### config.mk
export PLATFORM = sky130hd
export DESIGN_NAME = mul_seq_ctrl_flat
export DESIGN_NICKNAME = d
export VERILOG_FILES = /design/src/rtl/mul_seq_ctrl_pkg.sv /design/src/rtl/mul_seq_ctrl_if.sv /design/src/rtl/mul_seq_idx.sv /design/src/rtl/mul_seq_ctrl.sv /design/src/flat_wrapper.sv
export SDC_FILE = /design/constraint.sdc
export NUM_CORES = 1
export LEC_CHECK = 0
export ABC_CLOCK_PERIOD_IN_PS = 6700
export CORE_AREA = 5 5 70 72
export DETAILED_ROUTE_END_ITERATION = 7
export DIE_AREA = 0 0 75 77
export PLACE_DENSITY_LB_ADDON = 0.25
export SETUP_SLACK_MARGIN = 0.05
export SYNTH_ARGS = -nofsm -noshare
export SYNTH_HDL_FRONTEND = slang
export SYNTH_SLANG_ARGS = --single-unit
### constraint.sdc
create_clock -name clk -period 6.7 [get_ports clk]
set_input_delay 1.005 -clock clk [delete_from_list [all_inputs] [get_ports clk]]
set_output_delay 1.005 -clock clk [all_outputs]
set_load 0.01 [all_outputs]
### src/rtl/mul_seq_ctrl_pkg.sv
// Shared types and constants for the
// digit-serial multiplier sequencer.
package mul_seq_ctrl_pkg;

  typedef enum logic [1:0] {
    IDLE = 2'd0,
    RUN  = 2'd1,
    DONE = 2'd2
  } state_e;

  localparam int D   = 2;
  localparam int PPW = 4;

endpackage

### src/rtl/mul_seq_ctrl_if.sv
// Operand/product bundle plus the link
// to the external 2x2 multiplier.
interface mul_seq_ctrl_if #(
  parameter int N = 4
);
  logic           start;
  logic [N-1:0]   a;
  logic [N-1:0]   b;
  logic [1:0]     mul_a;
  logic [1:0]     mul_b;
  logic [3:0]     mul_p;
  logic           busy;
  logic           done;
  logic [2*N-1:0] p;

  modport master (
    output start, a, b, mul_p,
    input  mul_a, mul_b, busy, done, p
  );

  modport slave (
    input  start, a, b, mul_p,
    output mul_a, mul_b, busy, done, p
  );
endinterface

### src/rtl/mul_seq_idx.sv
// i/j digit-pair counter, j fastest;
// wrap flags the last pair (K-1,K-1).
module mul_seq_idx #(
  parameter  int K  = 2,
  localparam int IW = (K > 1) ? $clog2(K) : 1
) (
  input  logic          clk,
  input  logic          rst,
  input  logic          clr_i,
  input  logic          en_i,
  output logic [IW-1:0] i_o,
  output logic [IW-1:0] j_o,
  output logic          wrap_o
);

  localparam logic [IW-1:0] LAST = IW'(K - 1);

  logic [IW-1:0] i_q, i_d;
  logic [IW-1:0] j_q, j_d;

  // next index: clear wins, else step
  always_comb begin
    i_d = i_q;
    j_d = j_q;
    if (clr_i) begin
      i_d = '0;
      j_d = '0;
    end else if (en_i) begin
      if (j_q == LAST) begin
        j_d = '0;
        i_d = (i_q == LAST) ? '0
                            : i_q + IW'(1);
      end else begin
        j_d = j_q + IW'(1);
      end
    end
  end

  // index registers
  always_ff @(posedge clk or posedge rst) begin
    if (rst) begin
      i_q <= '0;
      j_q <= '0;
    end else begin
      i_q <= i_d;
      j_q <= j_d;
    end
  end

  assign i_o    = i_q;
  assign j_o    = j_q;
  assign wrap_o = (i_q == LAST) &&
                  (j_q == LAST);

endmodule

### src/rtl/mul_seq_ctrl.sv
// NxN multiply built from K*K passes
// through an external 2x2 multiplier.
module mul_seq_ctrl
  import mul_seq_ctrl_pkg::*;
#(
  parameter int N = 4
) (
  input logic           clk,
  input logic           rst,
  mul_seq_ctrl_if.slave bus
);

  localparam int K  = N / D;
  localparam int PW = 2 * N;
  localparam int IW = (K > 1) ? $clog2(K) : 1;

  state_e          state_q;
  logic [N-1:0]    a_q;
  logic [N-1:0]    b_q;
  logic [PW-1:0]   acc_q;
  logic [PW-1:0]   p_q;
  logic            busy_q;
  logic            done_q;

  logic [IW-1:0]   i;
  logic [IW-1:0]   j;
  logic            wrap;
  logic            accept;
  logic            run;
  logic [PW-1:0]   pp;
  logic [PW-1:0]   sum;

  assign run    = (state_q == RUN);
  assign accept = !run && bus.start;

  mul_seq_idx #(.K(K)) u_idx (
    .clk    (clk),
    .rst    (rst),
    .clr_i  (accept),
    .en_i   (run),
    .i_o    (i),
    .j_o    (j),
    .wrap_o (wrap)
  );

  // digit weight is 4^(i+j)
  assign pp  = PW'(bus.mul_p)
               << (D * (int'(i) + int'(j)));
  assign sum = acc_q + pp;

  assign bus.mul_a = run ? a_q[D*i +: D]
                         : '0;
  assign bus.mul_b = run ? b_q[D*j +: D]
                         : '0;

  // control FSM, operands and accumulator
  always_ff @(posedge clk or posedge rst) begin
    if (rst) begin
      state_q <= IDLE;
      a_q     <= '0;
      b_q     <= '0;
      acc_q   <= '0;
      p_q     <= '0;
      busy_q  <= 1'b0;
      done_q  <= 1'b0;
    end else begin
      unique case (state_q)
        RUN: begin
          acc_q <= sum;
          if (wrap) begin
            p_q     <= sum;
            state_q <= DONE;
            busy_q  <= 1'b0;
            done_q  <= 1'b1;
          end
        end
        default: begin
          done_q <= 1'b0;
          if (bus.start) begin
            a_q     <= bus.a;
            b_q     <= bus.b;
            acc_q   <= '0;
            busy_q  <= 1'b1;
            state_q <= RUN;
          end else begin
            busy_q  <= 1'b0;
            state_q <= IDLE;
          end
        end
      endcase
    end
  end

  assign bus.busy = busy_q;
  assign bus.done = done_q;
  assign bus.p    = p_q;

endmodule

### src/flat_wrapper.sv
// flat-port wrapper written by rule: the top's interface ports become plain ports
module mul_seq_ctrl_flat import mul_seq_ctrl_pkg::*;
#(
  parameter int N = 4
)
  (clk, rst, bus_start, bus_a, bus_b, bus_mul_p, bus_mul_a, bus_mul_b, bus_busy, bus_done, bus_p);
  mul_seq_ctrl_if #(.N(N)) bus_i ();
  input logic clk;
  input logic rst;
  input wire logic [$bits(bus_i.start)-1:0] bus_start;
  input wire logic [$bits(bus_i.a)-1:0] bus_a;
  input wire logic [$bits(bus_i.b)-1:0] bus_b;
  input wire logic [$bits(bus_i.mul_p)-1:0] bus_mul_p;
  output wire logic [$bits(bus_i.mul_a)-1:0] bus_mul_a;
  output wire logic [$bits(bus_i.mul_b)-1:0] bus_mul_b;
  output wire logic [$bits(bus_i.busy)-1:0] bus_busy;
  output wire logic [$bits(bus_i.done)-1:0] bus_done;
  output wire logic [$bits(bus_i.p)-1:0] bus_p;
  assign bus_i.start = bus_start;
  assign bus_i.a = bus_a;
  assign bus_i.b = bus_b;
  assign bus_i.mul_p = bus_mul_p;
  assign bus_mul_a = bus_i.mul_a;
  assign bus_mul_b = bus_i.mul_b;
  assign bus_busy = bus_i.busy;
  assign bus_done = bus_i.done;
  assign bus_p = bus_i.p;
  mul_seq_ctrl #(.N(N)) u_core (.clk(clk), .rst(rst), .bus(bus_i));
endmodule
==> results of run 1 <==
[cell type report]
| cell class | instances | share of cell area |
|---|---|---|
| Clock buffer | 3 | 0.02105 |
| Tap cell | 52 | 0.03316 |
| Inverter | 7 | 0.01339 |
| Timing Repair Buffer | 28 | 0.1429 |
| Multi-Input combinational cell | 117 | 0.4324 |
| Sequential cell | 28 | 0.3571 |
[state kept, by name, indices dropped and copies added (netlist names)]
signal,flops
u_core.acc_q,8
u_core.bus.p,8
u_core.a_q,4
u_core.b_q,4
u_core.state_q,2
u_core.u_idx.i_o,1
u_core.u_idx.j_o,1
[logic make-up (layout without fill, tap and decap cells)]
kind of cell / after synthesis / count (layout) / synth area share
adder cells (fa/ha/maj): 9 / 9 / 0.07500
AO/OA/AOI/OAI: 34 / 34 / 0.1367
XOR/XNOR: 6 / 6 / 0.04141
flip-flops: 28 / 28 / 0.4375
buffers and inverters: 12 / 38 / 0.03281
AND/OR/NAND/NOR: 52 / 52 / 0.1664
multiplexers: 16 / 16 / 0.1102
[synth_stat cells (all sizes together), types with 3 or more instances]
cell	instances	area, um2
a211oi	3	27.52
a21o	4	30.03
a21oi	3	18.77
clkbuf	3	11.26
dfrtp	28	700.7
ha	8	100.1
inv	7	26.27
mux2	10	116.4
mux2i	6	60.06
nand2	13	51.30
nand2b	4	25.02
nand3	8	40.04
nor2	12	45.04
nor2b	5	36.29
o21ai	17	85.08
xnor2	3	26.28
[layer usage]
layer / vias up / part of all wire / GRT usage
met2: 29 / 0.50 / 0.2073
met5: - / 0 / 0
met1: 571 / 0.44 / 0.1684
li1: 603 / - / -
met3: 2 / 0.056 / 0.02614
met4: 0 / 0.0057 / 0.03025
[where the power goes]
part           internal, uW  switching [uW]  total [uW]
clock                  40.2            47.4        87.6
sequential              252            50.1         302
combinational           294             307         602
total                   586             405         991
[final timing paths]
| check | from | endpoint | slack [ps] | cells past startpoint |
|---|---|---|---|---|
| worst max-delay path | u_core.state_q[1] | bus_mul_b[0] | 3650 | 3 |
| worst min-delay path | u_core.bus.p[5] | u_core.bus.p[5] | 490 | 2 |
| worst max register to register | u_core.u_idx.j_o | u_core.bus.p[7] | 3880 | 9 |
| worst min register to register | u_core.bus.p[5] | u_core.bus.p[5] | 490 | 2 |
| max in group asynchronous | rst | u_core.acc_q[2] | 4760 | 2 |
| min in group asynchronous | rst | u_core.b_q[1] | 1300 | 2 |
[cells in the final DEF (no fill, tap or decap), drive strengths merged, types with 3 or more instances in the layout]
| cell | count |
|---|---|
| a211oi | 3 |
| a21o | 4 |
| a21oi | 3 |
| clkbuf | 3 |
| clkdlybuf4s50 | 28 |
| dfrtp | 28 |
| ha | 8 |
| inv | 7 |
| mux2 | 10 |
| mux2i | 6 |
| nand2 | 13 |
| nand2b | 4 |
| nand3 | 8 |
| nor2 | 12 |
| nor2b | 5 |
| o21ai | 17 |
| xnor2 | 3 |
[worst reg2reg max path: stages, from the launching register on]
cell and delay [ps]:
dfrtp_1 470, ha_1 450, and2b_2 260, a22o_1 180
ha_1 330, a21oi_1 160, o21ai_1 160, a21oi_2 220
xnor3_1 230, mux2_4 260
[through the flow]
step,total power [uW],cells
detailed placement,905.9,232
floorplan,721.2,157
finish,991.0,235
CTS,1003,235
global route,1081,235
global placement,893.7,232
==> results.sh, run 1 <==
export IMPL_status="finished clean"
export IMPL_layout_area_seq_um2=700.7
export IMPL_grt_antenna_before_repair=0
export IMPL_place_ws_ps=3419
export IMPL_max_freq_mhz=327.4
export IMPL_fin_nets=209
export IMPL_track_usage=0.1267
export IMPL_critical_path_class="flop to output port"
export IMPL_initial_core_util=0.3783
export IMPL_cts_tree="built"
export IMPL_clk_insertion_delay_late_ps=260
export IMPL_htree_num_levels=1
export IMPL_path_clk_slew_ps=90
export IMPL_start_kind="flop"
export IMPL_powerDensity_nw_per_um2=505.1
export IMPL_ys_seq_elements=28
export IMPL_path_buf_inv=1
export IMPL_setup_viol=0
export IMPL_drive_gt1_frac=0.1093
export IMPL_cts_path_max_buffers=2
export IMPL_worst_pin_slew_ps=1064
export IMPL_wl_per_cell_um=14.22
export IMPL_slew_limit_headroom=0.2899
export IMPL_synth_cell_types=42
export IMPL_post_route_drc_count=0
export IMPL_slew_violations=0
export IMPL_cp_cell_sequence="nand2b_1 -> nor2_1 -> clkdlybuf4s50_1"
export IMPL_irDropWorstVdd_mv=0.2328
export IMPL_die_area_um2=5775
export IMPL_cp_slowest_cell="clkdlybuf4s50_1"
export IMPL_cap_viol_max_count=0
export IMPL_cts_sinks=28
export IMPL_leakagePower_uw=0.0008820
export IMPL_critPathMaxStageDelay_ps=560
export IMPL_grt_max_degree=29
export IMPL_drtIter0Drc=53
export IMPL_vias=1205
export IMPL_synth_async_reset_ratio=1.000
export IMPL_syn_nets=181
export IMPL_dp_hpwl_um=2574
export IMPL_finalClockSkew_ps=5.672
export IMPL_synthCells=157
export IMPL_n_antenna_cell=0
export IMPL_hold_path_class="flop to flop"
export IMPL_postCtsSetupRepairBufs=0
export IMPL_grt_pass1_vias=1298
export IMPL_dr_pass1_iters=4
export IMPL_layout_setup_ws_ps=3646
export IMPL_dieHeight_um=77
export IMPL_ant_nets=0
export IMPL_worstPathMaxFanout=25
export IMPL_io_buffers=28
export IMPL_syn_area_um2=1602
export IMPL_dominantRegCellSynth="dfrtp_1"
export IMPL_end_kind="output port"
export IMPL_stdcell_area_um2=1962
export IMPL_hold_violations=0
export IMPL_die_x_um=75
export IMPL_yosys_warnings=0
export IMPL_layout_min_cycle_time_ps=3054
export IMPL_core_area_um2=4234
export IMPL_hold_buffers=0
export IMPL_min_period_over_period=0.4559
export IMPL_syn_area_per_cell_um2=10.20
export IMPL_grt_first_pass_wirelength_um=5802
export IMPL_required_ps=5690
export IMPL_holdWs_ps=492.6
export IMPL_post_route_util=0.4634
export IMPL_nFillCells=399
export IMPL_synth_edf_count=0
export IMPL_finalWirelength_um=3341
export IMPL_dpl_cell_area_um2=1921
export IMPL_arrival_ps=2050
export IMPL_ys_seq_area_frac=0.4375
export IMPL_overflow=0
export IMPL_rsz0062_at_grt="no"
export IMPL_ctsResizeCount=0
export IMPL_gpl_final_weighted_congestion=0.8729
export IMPL_crit_family="simple AND/OR/NAND/NOR gates"
export IMPL_numCtsBuffers=3
export IMPL_ctsRootBufferMaster="clkbuf_8"
export IMPL_fp_row_count=24
export IMPL_via_per_inst=5.128
export IMPL_multiInputGateArea_um2=848.3
export IMPL_tns_ps=0
export IMPL_syn_to_final_growth_pct=22.50
export IMPL_io_pins=29
Note: power is estimated with default switching activity, not from simulation.
==> run 2, diff against run 1 <==
- ABC_CLOCK_PERIOD_IN_PS: 6700 -> 3000
- clock period: 6.7 -> 3 ns (I/O delays scaled with it)
==> run 2 against run 1 <==
Net effect:
- die area is the same
- wire length grew 3.2%
- power grew 140%
- combinational power grew 130%
- cell area grew 2.6%
- sequential power grew 130%
- worst setup slack lost 3400 ps
- clock skew is essentially flat
- hold slack gained 1.4 ps
- non-clock buffer count grew 2
- critical endpoint is now u_core.bus.p[7]
- highest routed layer unchanged
==> results.sh, run 2 (synthesized netlist as in run 1, its figures left out) <==
export IMPL_gpl_final_weighted_congestion=0.8941
export IMPL_slew_violations=0
export IMPL_hold_buffers=0
export IMPL_cap_viol_max_count=0
export IMPL_wl_per_cell_um=14.49
export IMPL_dpl_cell_area_um2=1936
export IMPL_path_buf_inv=0
export IMPL_drive_gt1_frac=0.1344
export IMPL_die_area_um2=5775
export IMPL_vias=1256
export IMPL_cp_cell_sequence="ha_2 -> and2b_2 -> a22o_1 -> ha_1 -> o211ai_1 -> o21ai_1 -> a21oi_2 -> xnor3_1 -> mux2_4"
export IMPL_core_area_um2=4234
export IMPL_post_route_drc_count=0
export IMPL_start_kind="flop"
export IMPL_hold_violations=0
export IMPL_ctsRootBufferMaster="clkbuf_8"
export IMPL_slew_limit_headroom=0.6629
export IMPL_via_per_inst=5.277
export IMPL_dp_hpwl_um=2714
export IMPL_syn_to_final_growth_pct=25.70
export IMPL_crit_family="adder cells"
export IMPL_critPathMaxStageDelay_ps=470
export IMPL_clk_insertion_delay_late_ps=270
export IMPL_leakagePower_uw=0.0009040
export IMPL_overflow=0
export IMPL_cts_tree="built"
export IMPL_power_uw=2341
export IMPL_finalClockSkew_ps=5.244
export IMPL_rsz0062_at_grt="no"
export IMPL_dr_pass1_iters=4
export IMPL_powerDensity_nw_per_um2=1163
export IMPL_fp_row_count=24
export IMPL_htree_num_levels=1
export IMPL_initial_core_util=0.3783
export IMPL_fin_nets=211
export IMPL_io_pins=29
export IMPL_end_kind="flop"
export IMPL_grt_antenna_before_repair=0
export IMPL_final_cell_mix="clkdlybuf4s50_1, dfrtp_1, nand2_1, nor2_1, o21ai_1"
export IMPL_irDropWorstVdd_mv=0.5255
export IMPL_holdWs_ps=494.0
export IMPL_numCtsBuffers=3
export IMPL_grt_max_degree=29
export IMPL_io_buffers=28
export IMPL_grt_pass1_vias=1288
export IMPL_grt_first_pass_wirelength_um=5844
export IMPL_setup_viol=0
export IMPL_stdcell_area_um2=2013
export IMPL_dpl_cell_count=234
export IMPL_worst_pin_slew_ps=505.7
export IMPL_drtIter0Drc=39
export IMPL_worstPathMaxFanout=6
export IMPL_layout_min_cycle_time_ps=2752
export IMPL_cp_slowest_cell="dfrtp_1"
export IMPL_track_usage=0.1296
export IMPL_required_ps=3170
export IMPL_ant_nets=0
export IMPL_finalWirelength_um=3449
export IMPL_cts_sinks=28
export IMPL_dieHeight_um=77
export IMPL_arrival_ps=2920
export IMPL_path_clk_slew_ps=90
export IMPL_max_freq_mhz=363.4
export IMPL_status="finished clean"
export IMPL_final_cells=238
export IMPL_cts_path_max_buffers=2
export IMPL_critical_path_class="flop to flop"
export IMPL_min_period_over_period=0.9174
export IMPL_hold_path_class="flop to flop"
export IMPL_tns_ps=0
export IMPL_die_x_um=75
export IMPL_n_antenna_cell=0
## run 2: power by group
part	switching [uW]	internal, uW	leakage (uW)
registers	119	562	0.000344
logic	691	676	0.000524
clock network	114	179	0.0000357
total	924	1420	0.000904
## run 2: cell type report
type | instances | area (um2)
well taps | 52 | 65.06
repair buffers | 30 | 295.3
clock inverters | 1 | 30.03
inverters | 7 | 26.28
fillers | 387 | 2221
clock buffers | 3 | 41.29
flip-flops and latches | 28 | 700.7
multi-input cells | 117 | 854.6
## run 2: what timing repair did
item,CTS,global route
setup buffers,0,0
endpoints found under the setup margin,0,3
resized for setup,0,2
hold endpoints to repair,0,0
## run 2: worst register-to-register path, cell delays in order (launching register included)
cell	delay [ps]
dfrtp_1	470
ha_2	420
and2b_2	240
a22o_1	190
ha_1	340
o211ai_1	100
o21ai_1	310
a21oi_2	130
xnor3_1	200
mux2_4	260
## run 2: final timing paths
| check | from | endpoint | slack [ps] | depth (start not counted) |
|---|---|---|---|---|
| setup / recovery | u_core.u_idx.j_o | u_core.bus.p[7] | 250 | 9 |
| hold / removal | u_core.bus.p[5] | u_core.bus.p[5] | 490 | 2 |
| setup reg to reg | u_core.u_idx.j_o | u_core.bus.p[7] | 250 | 9 |
| hold reg to reg | u_core.bus.p[5] | u_core.bus.p[5] | 490 | 2 |
| max in group asynchronous | rst | u_core.acc_q[4] | 2210 | 3 |
| min in group asynchronous | rst | u_core.b_q[1] | 530 | 3 |
## run 2: layer usage
metal,share of wire,track usage,up-vias
met5,0,0,-
met4,0.012,0.03737,0
met3,0.052,0.02876,4
met2,0.49,0.2134,30
met1,0.45,0.1671,613
li1,-,-,609
## run 2: per-stage QoR
| step | setup WS (ps) | util |
|---|---|---|
| finish | 247.9 | 0.4755 |
| global placement | 273.3 | 0.4572 |
| detailed placement | 213.8 | 0.4572 |
| floorplan | 447.5 | - |
| CTS | 205.1 | 0.4740 |
| global route | 54.74 | 0.4755 |
==> run 3, diff against run 2 <==
- SKIP_LAST_GASP: default -> 1
==> results of run 3 <==
No change in the layout: final DEF, timing and power equal those of run 2.
